===== src/rtl/load_store_unit_32.sv =====
// Load/store unit: byte/half/word accesses to a word-indexed data memory.
// Optional LSU_MISALIGN_TRAP_EN rejects misaligned half/word requests.
module load_store_unit_32 #(
  parameter int WORD_ADDR_W = 5
) (
  input  logic        clk,
  input  logic        reset,
  input  logic        ReqValid,
  output logic        ReqReady,
  input  logic        Store,
  input  logic [1:0]  Size,
  input  logic        Unsigned,
  input  logic [31:0] Address,
  input  logic [31:0] StoreData,
  output logic        Done,
  output logic [31:0] LoadData,
  output logic        Error,
  output logic [31:0] MemAddress,
  output logic [31:0] MemWriteData,
  output logic        MemWrite,
  output logic        MemRead,
  input  logic [31:0] MemReadData
);

  typedef enum logic [1:0] {
    S_IDLE,
    S_READ,
    S_WRITE,
    S_DONE
  } state_e;

  state_e state_q, state_d;

  logic                   store_q;
  logic [1:0]             size_q;
  logic                   uns_q;
  logic [WORD_ADDR_W+1:0] addr_q;
  logic [31:0]            sdata_q;
  logic [31:0]            word_q;
  logic                   err_q;

  logic        accept;
  logic        rej;
  logic [1:0]  lo_a;
  logic [31:0] wdata;
  logic [31:0] sh;
  logic [31:0] ld;
  logic        unused_addr;

  assign unused_addr = ^Address[31:WORD_ADDR_W+2];
  assign ReqReady    = (state_q == S_IDLE);
  assign accept      = ReqValid & ReqReady;

`ifdef LSU_MISALIGN_TRAP_EN
  assign rej = (Size == 2'b11)
             | ((Size == 2'b01) & Address[0])
             | ((Size == 2'b10) & (|Address[1:0]));
`else
  assign rej = (Size == 2'b11);
`endif

  // Low address bits are cleared to the natural alignment of the access.
  always_comb begin
    lo_a = Address[1:0];
    unique case (1'b1)
      (Size == 2'b01): lo_a = {Address[1], 1'b0};
      (Size == 2'b10): lo_a = 2'b00;
      default:         lo_a = Address[1:0];
    endcase
  end

  always_comb begin
    state_d = state_q;
    unique case (state_q)
      S_IDLE: begin
        if (accept) begin
          if (rej)
            state_d = S_DONE;
          else if (Store && Size == 2'b10)
            state_d = S_WRITE;
          else
            state_d = S_READ;
        end
      end
      S_READ:  state_d = store_q ? S_WRITE : S_DONE;
      S_WRITE: state_d = S_DONE;
      S_DONE:  state_d = S_IDLE;
      default: state_d = S_IDLE;
    endcase
  end

  always_ff @(posedge clk or posedge reset) begin
    if (reset) begin
      state_q <= S_IDLE;
      store_q <= 1'b0;
      size_q  <= 2'b00;
      uns_q   <= 1'b0;
      addr_q  <= '0;
      sdata_q <= '0;
      word_q  <= '0;
      err_q   <= 1'b0;
    end else begin
      state_q <= state_d;
      if (accept) begin
        store_q <= Store;
        size_q  <= Size;
        uns_q   <= Unsigned;
        addr_q  <= {Address[WORD_ADDR_W+1:2], lo_a};
        sdata_q <= StoreData;
        err_q   <= rej;
      end
      if (state_q == S_READ)
        word_q <= MemReadData;
    end
  end

  always_comb begin
    wdata = word_q;
    unique case (1'b1)
      (size_q == 2'b00):
        wdata[{addr_q[1:0], 3'b000} +: 8] = sdata_q[7:0];
      (size_q == 2'b01):
        wdata[{addr_q[1], 4'b0000} +: 16] = sdata_q[15:0];
      default:
        wdata = sdata_q;
    endcase
  end

  assign sh = word_q >> {addr_q[1:0], 3'b000};

  always_comb begin
    ld = word_q;
    unique case (1'b1)
      (size_q == 2'b00): ld = {{24{~uns_q & sh[7]}}, sh[7:0]};
      (size_q == 2'b01): ld = {{16{~uns_q & sh[15]}}, sh[15:0]};
      default:           ld = word_q;
    endcase
  end

  assign MemRead  = (state_q == S_READ);
  assign MemWrite = (state_q == S_WRITE);
  assign MemAddress = (MemRead | MemWrite)
    ? {{(30-WORD_ADDR_W){1'b0}}, addr_q[WORD_ADDR_W+1:2]}
    : 32'h0;
  assign MemWriteData = MemWrite ? wdata : 32'h0;

  assign Done     = (state_q == S_DONE);
  assign Error    = Done & err_q;
  assign LoadData = (Done & ~err_q & ~store_q) ? ld : 32'h0;

endmodule


===== config.mk =====
export PLATFORM = sky130hd
export DESIGN_NAME = load_store_unit_32
export DESIGN_NICKNAME = d
export VERILOG_FILES = /design/src/rtl/load_store_unit_32.sv
export SDC_FILE = /design/constraint.sdc
export NUM_CORES = 1
export LEC_CHECK = 0
export ABC_AREA = 1
export CORE_ASPECT_RATIO = 0.9
export CORE_MARGIN = 8
export CORE_UTILIZATION = 25
export DETAILED_ROUTE_END_ITERATION = 12
export PLACE_DENSITY_LB_ADDON = 0.08
export SYNTH_ARGS = -nofsm -noshare
export SYNTH_HDL_FRONTEND = slang
export SYNTH_SLANG_ARGS = --single-unit
export TNS_END_PERCENT = 30

===== constraint.sdc =====
create_clock -name clk -period 7.3 [get_ports clk]
set_input_delay 1.825 -clock clk [delete_from_list [all_inputs] [get_ports clk]]
set_output_delay 1.825 -clock clk [all_outputs]
set_load 0.03 [all_outputs]

==> results.toml, run 1 <==
[detailed_routing]
drt_pass1_iterations = 5
drc_errors = 0
drt_iter0_drc = 559
drtAntennaViolNets = 0
vias_per_cell = 4.69
wl_per_cell_um = 19.4
drt_wl_total_mm = 24.9
dr_total_vias = 6028

[flow_run]
max_cap_violations = 0

[hold_path]
hp-class = "reg -> reg"
worstHoldStart = "sdata_q[30]"

[timing]
setup_violations = 0
min_period_ps = 5980
rsz0062_at_grt = "false"
setup-tns-final_ps = 0
post-route-period-util_pct = 82.0
worstMarginPinSlew_ps = 1070
drv_slew = 0
slew-limit-headroom_pct = 28.5
hold_violations = 0
fmax_mhz = 167
clock_skew_ps = 4.41

[worst_setup_path]
startpoint = "size_q[1]"
crit_type = "reg -> out"
crit_path_end_kind = "primary output"
worst_setup_path_start_kind = "register"
r2r-start = "state_q[1]"
crit_required_ps = 5480
critPathMaxFanout = 26
cp.arrival_ps = 4160

[global_routing]
grt_pass1_wl_mm = 37.0
use_met1_pct = 25.6
busiest_layer = "met2"
grt_pass1_vias = 5899
gr-usage-met2_pct = 26.2
track_usage_pct = 17.7
grt_max_degree = 68
grt_util_met3_pct = 3.86
grt_remaining_overflow = 0
antenna_found_initial = 0

[floorplan]
initial_core_util_pct = 25.3
boundaryPins = 204
die_area_sq_um = 27600
die_h_um = 158
row_count = 52
dieWidth_um = 174
core_sq_um = 22300

[clock_network]
worstSkewPairLatency_ps = 360
htreeDepth = 3
cts_buffers = 9
root_buffer = "clkbuf_16"
cts_resized = 0
clkSlewWorstSetupHoldPaths_ps = 70
cts_sinks = 78
clk_path_buf_depth = 2
post_cts_buffers = 0
cts_tree = "yes"
ctsHoldBuffers = 0

[power_and_ir_drop]
p_switching_mw = 1.98
power_density_nw_per_um2 = 477
p_int_mw = 1.61
ir_worst_vdd_v = 0.000144
p_comb_share_pct = 60.4
swShare_pct = 55.1
p_clk_share_pct = 14.2
power_leakage_nw = 3.20
power_frac_seq_pct = 25.5

[layout]
drive_above_1_share_pct = 3.14
n_antenna_cell = 0
fill_cells = 2514
final_design_area_no_fill_sq_um = 7520
area_delta_synth_final_pct = 33.4
fin_nets = 1098

[logic_synthesis]
yosysMostFrequentCell = "nand2_1"
synthSimpleGateAreaFrac_pct = 24.5
async_reset_ff_share_pct = 100
synthFlopType = "dfrtp_1"
synth_compound_area_share_pct = 24.4
synthDominantCellAreaShare_pct = 34.6
synth_xor_area_share_pct = 0
ys_warn_count = 0
synth_top_family_by_area = "simple AND/OR/NAND/NOR gates"
synth_top_cells_by_count = "nand2_1 (254), o21ai_0 (144), a21oi_1 (92)"
synth_area_leaders = "dfrtp_1 (35%), nand2_1 (17%), o21ai_0 (13%)"
syn_inst = 875
synth_seq_cells = 78
synthMuxAreaShare_pct = 0
synth_edf_count = 0
yosysTopAreaCell = "dfrtp_1"
synthAdderAreaFrac_pct = 2.66
ys_seq_area_share_pct = 34.6
syn_area_sq_um = 5640
ys_types = 21
avgSynthCellArea_sq_um = 6.44

[placed_design]
postPlaceCellArea_sq_um = 7200
dpl.hpwl_mm = 18.2
place.gp.congestion = 0.879
portBuffers = 151

[outcome]
status = "completed"
==> power groups by stage <==
stage	Combinational, mW	Clock, mW	Sequential [mW]
after floorplan	1.49	0	0.765
final	2.16	0.508	0.914
after CTS	2.18	0.522	0.907
after global placement	2.17	0	0.916
after global routing	2.40	0.536	0.941
after detailed placement	2.16	0	0.914
==> critical path, cell delays in order, from the launching register on <==
cell and delay, ps:
dfrtp_1 780, nor2_1 1000, inv_1 600, a21oi_1 280
nand2_1 70, a21oi_1 310, clkdlybuf4s50_1 760
==> sequential cells by signal, summed over array words and instances (netlist names) <==
signal,count
size_q,2
word_q,32
state_q,2
addr_q,7
err_q,1
sdata_q,32
store_q,1
uns_q,1
==> path summary, 6_finish.rpt <==
kind                               endpoint  slack [ps]  depth (start not counted)
max in group asynchronous        sdata_q[6]        4360                          3
hold / removal                  sdata_q[30]         480                          2
min in group asynchronous       sdata_q[18]        1770                          2
setup / recovery           MemWriteData[17]        1320                          6
setup reg to reg                 state_q[1]        4490                          6
hold reg to reg                 sdata_q[30]         480                          2
==> placed cells by master, fill, tap and decap left out, types with 11 or more instances in the layout <==
| cell | n |
|---|---|
| nand2_1 | 254 |
| clkdlybuf4s50_1 | 151 |
| o21ai_0 | 144 |
| a21oi_1 | 92 |
| inv_1 | 79 |
| dfrtp_1 | 78 |
| nor2_1 | 55 |
| nand3_1 | 38 |
| conb_1 | 27 |
| o211ai_1 | 16 |
| ha_1 | 11 |
==> kinds of logic (layout without fill, tap and decap cells) <==
group,count (synthesis),in the layout
AOI/OAI and AO/OA,264,264
adders and majority gates,12,12
buffers and inverters,169,256
DFF,78,78
other,1,27
and+or+nand+nor,351,351
==> layer usage <==
metal,vias to the layer above,share of wire [%]
li1,3000,-
met1,2796,49
met2,209,43
met3,23,6.6
met4,0,1.5
met5,-,0
==> cell type report <==
cell class | instances | area (sq um) | area share, %
clock buffer | 9 | 225 | 2.99
inverter | 85 | 320 | 4.26
multi-input combinational | 654 | 3010 | 40.0
tap | 297 | 372 | 4.94
timing repair buffer | 155 | 1540 | 20.5
sequential | 78 | 1950 | 26.0
clock inverter | 7 | 98.8 | 1.31
==> per-stage QoR <==
stage	util, %	hold slack [ps]	power, mW	cells	setup WS [ps]
after floorplan	-	449	2.26	901	3310
after global placement	32.2	465	3.08	1269	1700
after detailed placement	32.2	465	3.08	1269	1690
after CTS	33.7	484	3.61	1285	1300
after global routing	33.7	503	3.88	1285	998
final	33.7	480	3.59	1285	1320
No activity file was read; power rests on OpenSTA's default activity.
==> inputs of run 2 (changes only) <==
- clock period: 7.3 -> 4.9 ns (I/O delays scaled with it)
==> run 2 against run 1 <==
Sequential power rose by 44%. Core utilization rose by 0.35 points. Critical path depth rose by 2. Sequential share of layout area fell by 0.27 points. Sequential cell count did not move. Global-route usage fell by 0.094 points. Clock-buffer cell count rose by 1. Clock skew barely moved. Setup slack got worse by 790 ps. Clock power rose by 40%. Highest routed layer unchanged.
==> results.toml, run 2 (synthesis gave the netlist of run 1 again) <==
[placed_design]
dpl.hpwl_mm = 18.7
place.gp.congestion = 0.888
portBuffers = 151
place_inst = 1280

[detailed_routing]
drt_iter0_drc = 496
drtAntennaViolNets = 0
drt_wl_total_mm = 24.6
dr_total_vias = 6007
vias_per_cell = 4.64
drt_pass1_iterations = 5
drc_errors = 0
wl_per_cell_um = 19.0

[outcome]
status = "completed"

[timing]
worstMarginPinSlew_ps = 1010
drv_slew = 0
slew-limit-headroom_pct = 32.4
setup_violations = 0
clock_skew_ps = 4.68
setup-tns-final_ps = 0
post-route-period-util_pct = 89.3
min_period_ps = 4380
rsz0062_at_grt = "false"
hold_violations = 0
fmax_mhz = 228

[layout]
fin_nets = 1109
regArea_sq_um = 1950
area_delta_synth_final_pct = 34.8
final_cell_mix = "nand2_1 (254), clkdlybuf4s50_1 (151), o21ai_0 (144)"
final_common_cell = "nand2_1"
multi_input_area_sq_um = 3010
fin_cells = 1296
fill_cells = 2505
largestRegisters = "sdata_q (32), word_q (32), addr_q (7)"
drive_above_1_share_pct = 4.20
n_antenna_cell = 0

[floorplan]
die_h_um = 158
core_sq_um = 22300
row_count = 52
dieWidth_um = 174
initial_core_util_pct = 25.3
die_area_sq_um = 27600
boundaryPins = 204

[worst_setup_path]
crit_type = "reg -> out"
worst_setup_path_start_kind = "register"
critPathMaxFanout = 21
cp.arrival_ps = 3150
crit_path_end_kind = "primary output"
crit_required_ps = 3670

[power_and_ir_drop]
power_leakage_nw = 3.25
finalPower_mw = 5.34
ir_worst_vdd_v = 0.000200
power_density_nw_per_um2 = 703

[clock_network]
cts_tree = "yes"
post_cts_buffers = 0
htreeDepth = 3
clkSlewWorstSetupHoldPaths_ps = 60
ctsHoldBuffers = 0
cts_resized = 0
clk_path_buf_depth = 2
root_buffer = "clkbuf_16"
cts_sinks = 78
worstSkewPairLatency_ps = 350
cts_buffers = 9

[global_routing]
track_usage_pct = 17.6
grt_pass1_wl_mm = 37.0
grt_remaining_overflow = 0
antenna_found_initial = 0
grt_pass1_vias = 5962
grt_max_degree = 66

[flow_run]
max_cap_violations = 0

[hold_path]
hp-class = "reg -> reg"
[run 2: cell type report]
class | count | share of cell area, %
Inverter | 85 | 4.21
Multi-Input combinational cell | 654 | 39.6
Clock inverter | 6 | 0.905
Clock buffer | 10 | 3.14
Timing Repair Buffer | 166 | 21.5
Tap cell | 297 | 4.89
Sequential cell | 78 | 25.7
[run 2: final timing paths]
kind,slack (ps),end,depth (start not counted),startpoint
max reg2reg,2920,sdata_q[6],8,state_q[0]
max,520,MemWriteData[6],8,addr_q[0]
min in group asynchronous,1280,word_q[21],2,reset
max in group asynchronous,2810,word_q[31],3,reset
min reg2reg,480,addr_q[4],2,addr_q[4]
min,480,addr_q[4],2,addr_q[4]
[run 2: critical path: stages (launching register included)]
cell and delay (ps):
dfrtp_1 380, inv_2 320, ha_1 420, nor2_1 450
nand3_1 190, o211ai_1 130, nand2_1 70, nor2_1 130
clkdlybuf4s50_1 700
[run 2: per-layer routing]
metal  wire (um)  GRT usage, %  vias to the layer above
met5           0             0                        -
met4         264          4.31                        0
met3        1610          3.56                       18
met2       10900          27.1                      200
met1       11800          24.9                     2777
li1            -             -                     3012
[run 2: report_power, final]
| group | switching (mW) | leakage, nW | total, mW | internal, mW |
|---|---|---|---|---|
| clock network | 0.297 | 0.149 | 0.709 | 0.411 |
| registers | 0.360 | 0.964 | 1.32 | 0.959 |
| logic | 2.27 | 2.14 | 3.31 | 1.04 |
[run 2: stage by stage]
step | utilization [%] | setup slack [ps] | instance area [sq um] | hold WS, ps
detailed placement | 32.7 | 904 | 7290 | 465
CTS | 34.1 | 507 | 7600 | 484
global placement | 32.7 | 889 | 7290 | 466
global route | 34.1 | 324 | 7600 | 495
finish | 34.1 | 522 | 7600 | 480
floorplan | - | 1510 | 5740 | 449
